===== config.mk =====
export PLATFORM = sky130hd
export DESIGN_NAME = instruction_fetch
export DESIGN_NICKNAME = d
export VERILOG_FILES = /design/src/rtl/riscv_pkg.sv /design/src/rtl/fetch_pc_reg.sv /design/src/rtl/instruction_fetch.sv
export SDC_FILE = /design/constraint.sdc
export NUM_CORES = 1
export LEC_CHECK = 0
export ABC_AREA = 1
export CAP_MARGIN = 40
export CORE_MARGIN = 4
export CORE_UTILIZATION = 41
export CTS_CLUSTER_DIAMETER = 40
export DETAILED_ROUTE_END_ITERATION = 8
export GPL_TIMING_DRIVEN = 0
export PLACE_DENSITY = 0.81
export SLEW_MARGIN = 5
export SYNTH_ARGS = -nofsm -noshare
export SYNTH_HDL_FRONTEND = slang
export SYNTH_SLANG_ARGS = --single-unit

===== constraint.sdc =====
create_clock -name Clock -period 1.55 [get_ports Clock]
set_input_delay 0.3875 -clock Clock [delete_from_list [all_inputs] [get_ports Clock]]
set_output_delay 0.3875 -clock Clock [all_outputs]
set_load 0.005 [all_outputs]

===== src/rtl/riscv_pkg.sv =====
// Shared RISC-V definitions for the front end: base opcodes, the canonical NOP
// and the encoding of the fetch state machine.
package riscv_pkg;

    localparam logic [6:0] OP_R      = 7'b0110011;
    localparam logic [6:0] OP_LOAD   = 7'b0000011;
    localparam logic [6:0] OP_STORE  = 7'b0100011;
    localparam logic [6:0] OP_BRANCH = 7'b1100011;
    localparam logic [6:0] OP_IMM    = 7'b0010011;
    localparam logic [6:0] OP_JALR   = 7'b1100111;
    localparam logic [6:0] OP_JAL    = 7'b1101111;

    // addi x0, x0, 0
    localparam logic [31:0] NOP = 32'h0000_0013;

    typedef enum logic [1:0] {
        ST_REQ  = 2'd0,
        ST_WAIT = 2'd1,
        ST_HOLD = 2'd2,
        ST_DROP = 2'd3
    } fetch_state_t;

endpackage


===== src/rtl/fetch_pc_reg.sv =====
// Program counter: loads a word-aligned redirect target, steps by 4, or holds.
// Load takes priority over increment; the increment wraps modulo 2^XLEN.
module fetch_pc_reg #(
    parameter int          XLEN     = 32,
    parameter logic [XLEN-1:0] RESET_PC = '0
) (
    input  logic            Clock,
    input  logic            Reset_n,
    input  logic            load,
    input  logic [XLEN-1:0] load_addr,
    input  logic            incr,
    output logic [XLEN-1:0] pc
);

    logic [XLEN-1:0] pc_reg;

    // PC update: redirect target (low two bits cleared), next word, or hold
    always_ff @(posedge Clock or negedge Reset_n) begin
        if (!Reset_n) begin
            pc_reg <= RESET_PC;
        end else if (load) begin
            pc_reg <= {load_addr[XLEN-1:2], 2'b00};
        end else if (incr) begin
            pc_reg <= pc_reg + XLEN'(4);
        end
    end

    assign pc = pc_reg;

endmodule


===== src/rtl/instruction_fetch.sv =====
// Fetch stage: issues one instruction-memory request at a time, captures the
// returned word into the IF/ID register, and handles stall and redirect.
// Imem_req is registered; after reset the FSM sits in REQ with the strobe low
// and raises it on the first free cycle.
module instruction_fetch
    import riscv_pkg::*;
#(
    parameter int              XLEN     = 32,
    parameter logic [XLEN-1:0] RESET_PC = '0,
    parameter logic [31:0]     NOP_INSN = NOP
) (
    input  logic            Clock,
    input  logic            Reset_n,
    input  logic            Stall,
    input  logic            Branch_taken,
    input  logic [XLEN-1:0] Branch_target,
    output logic            Imem_req,
    output logic [XLEN-1:0] Imem_addr,
    input  logic [31:0]     Imem_rdata,
    input  logic            Imem_valid,
    output logic [31:0]     Instruction,
    output logic [6:0]      Opcode,
    output logic [XLEN-1:0] Pc_out,
    output logic            Valid_out
);

    fetch_state_t    state_reg;
    logic            req_reg;
    logic [31:0]     insn_reg;
    logic [XLEN-1:0] pc_out_reg;
    logic            valid_reg;
    logic [XLEN-1:0] pc;
    logic            accept;

    // A response is consumed in WAIT unless a redirect wins, or a stall is
    // active while IF/ID already holds a live word.
    assign accept = !Branch_taken && (state_reg == ST_WAIT) && Imem_valid
                    && (!Stall || !valid_reg);

    fetch_pc_reg #(
        .XLEN     (XLEN),
        .RESET_PC (RESET_PC)
    ) u_pc (
        .Clock     (Clock),
        .Reset_n   (Reset_n),
        .load      (Branch_taken),
        .load_addr (Branch_target),
        .incr      (accept),
        .pc        (pc)
    );

    // Fetch FSM with the IF/ID register and the registered request strobe
    always_ff @(posedge Clock or negedge Reset_n) begin
        if (!Reset_n) begin
            state_reg  <= ST_REQ;
            req_reg    <= 1'b0;
            insn_reg   <= NOP_INSN;
            pc_out_reg <= RESET_PC;
            valid_reg  <= 1'b0;
        end else if (Branch_taken) begin
            insn_reg  <= NOP_INSN;
            valid_reg <= 1'b0;
            if ((state_reg == ST_WAIT) && !Imem_valid) begin
                // the old request is still in flight; swallow its response
                state_reg <= ST_DROP;
                req_reg   <= 1'b0;
            end else begin
                state_reg <= ST_REQ;
                req_reg   <= 1'b1;
            end
        end else begin
            unique case (state_reg)
                ST_REQ: begin
                    if (req_reg) begin
                        state_reg <= ST_WAIT;
                        req_reg   <= 1'b0;
                    end else if (!Stall) begin
                        req_reg <= 1'b1;
                    end
                end
                ST_WAIT: begin
                    if (accept) begin
                        insn_reg   <= Imem_rdata;
                        pc_out_reg <= pc;
                        valid_reg  <= 1'b1;
                        if (Stall) begin
                            state_reg <= ST_HOLD;
                        end else begin
                            state_reg <= ST_REQ;
                            req_reg   <= 1'b1;
                        end
                    end
                end
                ST_HOLD: begin
                    if (!Stall) begin
                        state_reg <= ST_REQ;
                        req_reg   <= 1'b1;
                    end
                end
                ST_DROP: begin
                    if (Imem_valid) begin
                        state_reg <= ST_REQ;
                        req_reg   <= 1'b1;
                    end
                end
                default: begin
                    state_reg <= ST_REQ;
                    req_reg   <= 1'b0;
                end
            endcase
        end
    end

    assign Imem_req    = req_reg;
    assign Imem_addr   = pc;
    assign Instruction = insn_reg;
    assign Opcode      = insn_reg[6:0];
    assign Pc_out      = pc_out_reg;
    assign Valid_out   = valid_reg;

endmodule


# [Word-level counts from Yosys, hierarchy flattened]
# Index checks and enable logic that the tools add are counted.
[word_totals] register_bits=100 inputBits=69 out_inout_bits=105 elab_cells=55
[classes] n_addsub=1 eq_ne=7 mux=24 n_bitwise=1 reduce_logical=16
[ops] op="$mux 32" n=5
[ops] op="$add 32x3->32 const B" n=1
[ops] op="$mux 2" n=7
[ops] op="$ne 3x3->1 const B" n=4
[ops] op="$mux 1" n=10
[ops] op="$pmux 2 s4" n=1
[ops] op="$eq 2x2->1 const B" n=2
[ops] op="$logic_and 1x1->1" n=4
[ops] op="$logic_not 1->1" n=4
[ops] op="$pmux 1 s4" n=1
[ops] op="$reduce_and 2->1" n=2
[ops] op="$reduce_and 4->1" n=1
[ops] op="$reduce_bool 2->1" n=2
[ops] op="$reduce_and 3->1" n=1
[ops] op="$eq 2x1->1 const B" n=1
[ops] op="$logic_not 2->1" n=1
[ops] op="$logic_or 1x1->1" n=1
[ops] op="$not 1->1" n=1

# [Longest topological paths before layout]
[depth] word_depth=7 depth_mapped=10 mapped_depth_nobuf=9

# [Hierarchy]
# Synthesis repeated with hierarchy kept, for this count alone.
[unflattened] cells_unflattened=640 hier_area_um2=5086.1
[modules_own_cells] mod="instruction_fetch" instances=1 cells_each=329 area_per_inst_um2=2947.8 seq_area_each_um2=1705.4
[modules_own_cells] mod="fetch_pc_reg" instances=1 cells_each=311 area_per_inst_um2=2138.3 seq_area_each_um2=750.7

# [Worst setup path before layout]
# No wires, ideal clock.
[synth_timing] kind="reg-to-reg" from="register state_reg[1]" to="register u_pc.pc_reg[2], in the netlist u_pc.pc[2]" setup_ns=0.124 t_arrival_ns=1.361 required_time_ns=1.426 setup_slack_ns=0.065 stages_incl_launch_ff=10 path_buffers=2 period_less_slack_ns=1.485 path_cell_list="dfrtp_1 inv_1 ha_1 inv_2 nor2_4 nand3_2 buf_6 buf_6 o22ai_1 a21oi_1"
[synth_via] elab_chain_cells=5
[synth_rtl] element="from (decl)" line="instruction_fetch.sv:27" source="fetch_state_t state_reg;"
[synth_rtl] element="from (signal assigned)" line="instruction_fetch.sv:55" source="state_reg <= ST_REQ;"
[synth_rtl] element="from (signal assigned)" line="instruction_fetch.sv:65" source="state_reg <= ST_DROP;"
[synth_rtl] element="from (signal assigned)" line="instruction_fetch.sv:68" source="state_reg <= ST_REQ;"
[synth_rtl] element="$eq 2x1->1" line="instruction_fetch.sv:37" source="assign accept = !Branch_taken && (state_reg == ST_WAIT) && Imem_valid"
[synth_rtl] element="$logic_and 1x1->1 (2 in a row)" line="instruction_fetch.sv:37"
[synth_rtl] element="$logic_and 1x1->1" line="instruction_fetch.sv:38" source="&& (!Stall || !valid_reg);"
[synth_rtl] element="$reduce_bool 2->1 (no source line)"
[synth_rtl] element="to (signal assigned)" line="fetch_pc_reg.sv:22" source="pc_reg <= {load_addr[XLEN-1:2], 2'b00};"
[synth_rtl] element="to (signal assigned)" line="fetch_pc_reg.sv:24" source="pc_reg <= pc_reg + XLEN'(4);"
[synth_rtl] element="to (decl)" line="fetch_pc_reg.sv:15" source="logic [XLEN-1:0] pc_reg;"
# No other way between the ends.
# A chain may end at the register's enable or synchronous reset.

# [Worst setup path after layout]
[layout_timing] from="register state_reg[1]" to="register state_reg[0]"
[layout_via] elab_chain_cells=6 word_cells_on_any_way=16 cone_classes="7 x eq/ne; 3 x mux; 6 x reduce/logical"
[layout_rtl] element="$eq 2x1->1" line="instruction_fetch.sv:37, instruction_fetch.sv:63, instruction_fetch.sv:72"
[layout_rtl] element="$logic_and 1x1->1 (2 in a row)" line="instruction_fetch.sv:37"
[layout_rtl] element="$logic_and 1x1->1" line="instruction_fetch.sv:38"
[layout_rtl] element="$ne 3x3->1 (no source line)"
[layout_rtl] element="$reduce_and 4->1 (no source line)"
# Several ways; a longest one is shown, not always the timed one.

==> summary by stage <==
Job
Across the run, the number of max-cap violations was 0.

CTS
The number of buffers created by CTS is 9. The worst-case clock buffer depth is 2. The clock insertion delay at the later pin of the skew report is 0.34 ns. The tree built by TritonCTS fans out to 96 sinks. The count of H-tree levels built during CTS is 3. TritonCTS built the clock tree. The clock tree root driver cell is clkbuf_16. The post-CTS clock slew at the launch and capture registers of the worst setup and hold paths is 0.06 ns.

Synthesis
Ranked by instance count, the synthesized netlist is headed by nand2_1, nor2_1, dfrtp_1. The number of synthesized flops with an enable pin is 0. By area the synthesized netlist is led by dfrtp_1, nand2_1, nor2_1, a22o_1, nand3_1. The most common cell in the synthesized netlist is nand2_1. The proportion of netlist area held by the largest area contributor is 47.4%. The prevailing post-synth register cell is dfrtp_1.

The cell type with the highest aggregate area in the netlist is dfrtp_1. The fraction of registers with async set/reset is 100%. After synthesis the netlist holds a flip-flop and latch count of 96.

The summed instance area of the synthesized netlist is 4910 um^2. The number of distinct standard cells referenced by the synthesized netlist is 29. Sequential elements use 49.0% of the synthesized area. The total number of yosys warnings is 0. The instance count of the mapped netlist is 623. Each instance of the synthesized netlist takes up on average 7.88 um^2.

Layout
The sequential standard cell area is 2420 um^2. The number of fillers in the final layout is 950. In the final layout, the multi-input gates occupy 2220 um^2.

The final instance count without filler cells is 999. Relative to the synthesized area, the layout overhead comes to 53.5%. The share of post-route cells with drive strength above 1 is 18.1%. The final layout contains 926 nets.

The register with the most flip-flops in the layout has 32 of them. With fillers left out, the area of the finished cells amounts to 7540 um^2. The repair_antennas step left the layout with diodes totalling 0.

Power and ir drop
Sequential cells account for 38.1% of the total power. The post-route total power is 9.59 mW. Internal power comes to 6.31 mW. Across the VDD grid, the largest voltage drop is 0.654 mV. Summed over all nets, the switching power comes to 3.28 mW. For this design the static power due to leakage is 3.86 nW. The areal power density over the cells is 1270 nW/um^2.

The share of total power consumed by net switching is 34.2%. The relative contribution of combinational cells to total power is 39.9%. The relative contribution of the clock network to total power is 22.0%.

Timing
Setup violations remaining at the end of the flow were counted as 33. The minimum clock period after layout is 1.61 ns. The total count of hold-check failures in the final report is 0. After layout, the worst path uses 104% of the clock period.

The highest clock rate is 620 MHz. Setup repair after global routing could not meet its margin everywhere. The transition time at the pin with the least slew margin is 0.706 ns. The count of final max-slew check failures was 0. After layout, the worst setup slack is -0.0625 ns. Across the routed clock network, the largest skew measured is 0.0104 ns. The accumulated negative setup slack is -0.436 ns. The worst slew margin relative to its limit is 52.9%.

Place
The congestion estimate from routability-driven global placement came to 0.915. The placed instances occupy a cell area of 6800 um^2. During placement, the flow inserted port buffers numbering 167.

The half-perimeter wire length after placement is 11700 um. The number of placed instances with taps included is 937.

Setup path
For the worst setup path, the data required time is 1.75 ns. At the worst endpoint, the arrival time is 1.81 ns. The critical path is of the reg2reg type. Along the worst path, the maximum fanout reaches 4.

The worst setup path is launched from a register. The worst setup path is captured at a register.

Floorplan
The die covers 13800 um^2. The x dimension of the die is 117 um. The height of the die is 117 um. The initial utilization of the core area, before any placement, comes to 42.5%. The core region is 11600 um^2.

The number of core rows is 39. The top-level I/O count is 174.

GRT
The number of antenna violations at the first check in global routing is 0. Global routing consumed, over all layers together, 23.4% of the routing resources. The via count of the first global-routing pass is 5064. Entering global routing, the biggest net connects 54 pins.

The leftover overflow at the end of global routing is 0. The first global-routing pass estimated 26100 um of wire.

Drt
The number of nets still failing antenna checks after routing is 0. Across all layers, the routed design uses 5123 vias. The average detailed-routed wire length per instance is 16.6 um.

The total wire length after detailed routing is 16600 um. The number of DRC markers after the initial detailed-route iteration is 501. The pre-antenna-repair detailed-routing pass consisted of 5 iterations. The vias per cell is 5.13.

For this run, design rule violations remaining after detail routing come to 0.

Outcome
The flow ran to the end, but the final reports show violations. The final reports fail on negative setup slack.

Hold path
The min-delay analysis places its worst path in the category in2async.
[power groups by stage]
stage / Clock (mW) / Combinational, mW / Sequential [mW]
final: 2.11 / 3.83 / 3.66
after global routing: 2.24 / 4.22 / 3.75
after CTS: 2.13 / 3.62 / 3.64
after detailed placement: 0 / 3.54 / 3.84
after global placement: 0 / 3.48 / 3.80
after floorplan: 0 / 1.38 / 3.79
[metrics by stage]
step                      utilization, %  hold WS [ns]  worst slack, ns
after floorplan                        -        0.0919           0.0654
after global placement              58.6         0.464            -3.52
after detailed placement            58.8         0.467           -0.549
after CTS                           63.3         0.121          -0.0186
after global routing                65.2         0.161           -0.140
final                               65.2         0.105          -0.0625
[per-layer routing]
metal | GRT usage, % | vias to the layer above | share of wire, %
met5 | 0 | - | 0
met4 | 7.47 | 0 | 2.1
met3 | 4.52 | 33 | 7.9
met2 | 39.2 | 256 | 48
met1 | 30.8 | 2404 | 42
li1 | - | 2430 | -
[layout by cell type (no fill, tap or decap), types with 2 or more instances in the layout]
| cell type | count |
|---|---|
| a21oi_1 | 2 |
| a22o_1 | 29 |
| a22oi_1 | 2 |
| buf_2 | 7 |
| buf_4 | 64 |
| buf_6 | 4 |
| buf_8 | 7 |
| clkbuf_1 | 2 |
| clkbuf_16 | 9 |
| clkbuf_2 | 2 |
| clkbuf_8 | 2 |
| clkdlybuf4s50_1 | 63 |
| clkinv_2 | 2 |
| conb_1 | 4 |
| dfrtp_1 | 84 |
| dfrtp_2 | 9 |
| dfstp_2 | 3 |
| dlygate4sd2_1 | 97 |
| dlymetal6s2s_1 | 2 |
| ha_1 | 4 |
| ha_4 | 2 |
| inv_1 | 57 |
| inv_2 | 4 |
| nand2_1 | 182 |
| nand2_2 | 3 |
| nand2_4 | 4 |
| nand3_1 | 48 |
| nand3_2 | 2 |
| nand3b_1 | 4 |
| nor2_1 | 75 |
| nor2_2 | 14 |
| nor2_4 | 12 |
| o211ai_1 | 3 |
| o21ai_0 | 31 |
| o21ai_1 | 2 |
| o21bai_1 | 4 |
| o22a_1 | 3 |
| xor2_1 | 2 |
[area by class of cell]
class | instances | share of cell area (%)
inverter | 62 | 3.12
buffer | 33 | 3.90
multi-input combinational | 435 | 29.5
sequential | 96 | 32.1
clock buffer | 13 | 3.45
timing repair buffer | 214 | 25.4
clock inverter | 3 | 0.232
tap | 143 | 2.37
[logic make-up after synthesis]
family,Yosys count,share of synthesized area [%]
other,1,0.0763
buffers and inverters,95,9.55
AND/OR/NAND/NOR,346,28.7
AO/OA/AOI/OAI,77,10.8
adder cells (fa/ha/maj),6,1.53
flip-flops,96,49.0
XOR/XNOR,2,0.357
[critical path, cell delays in order (launching register included)]
cell and delay (ns):
dfrtp_1 0.39, buf_4 0.13, buf_4 0.13, ha_1 0.18, nand2_1 0.06, nor2_1 0.04, a21oi_1 0.19, nand2_1 0.16
nand2_1 0.10, o21ai_0 0.10
[what timing repair did]
action                     in CTS  in global routing
hold buffers                    0                  0
pin swaps                       1                  5
gates resized for setup       135                 62
setup buffers                  42                  5
cloned                          0                  0
setup endpoints to repair     194                 97
[worst paths after layout]
check,slack (ns),end,depth (start not counted),from
max,-0.06,state_reg[0],9,state_reg[1]
min,0.10,Instruction[14],1,Reset_n
max reg2reg,-0.06,state_reg[0],9,state_reg[1]
min reg2reg,0.48,Pc_out[3],2,Pc_out[3]
max in group asynchronous,0.77,u_pc.pc[9],2,Reset_n
min in group Clock,0.48,Pc_out[3],2,Pc_out[3]
Power figures use the tool's default switching activity.
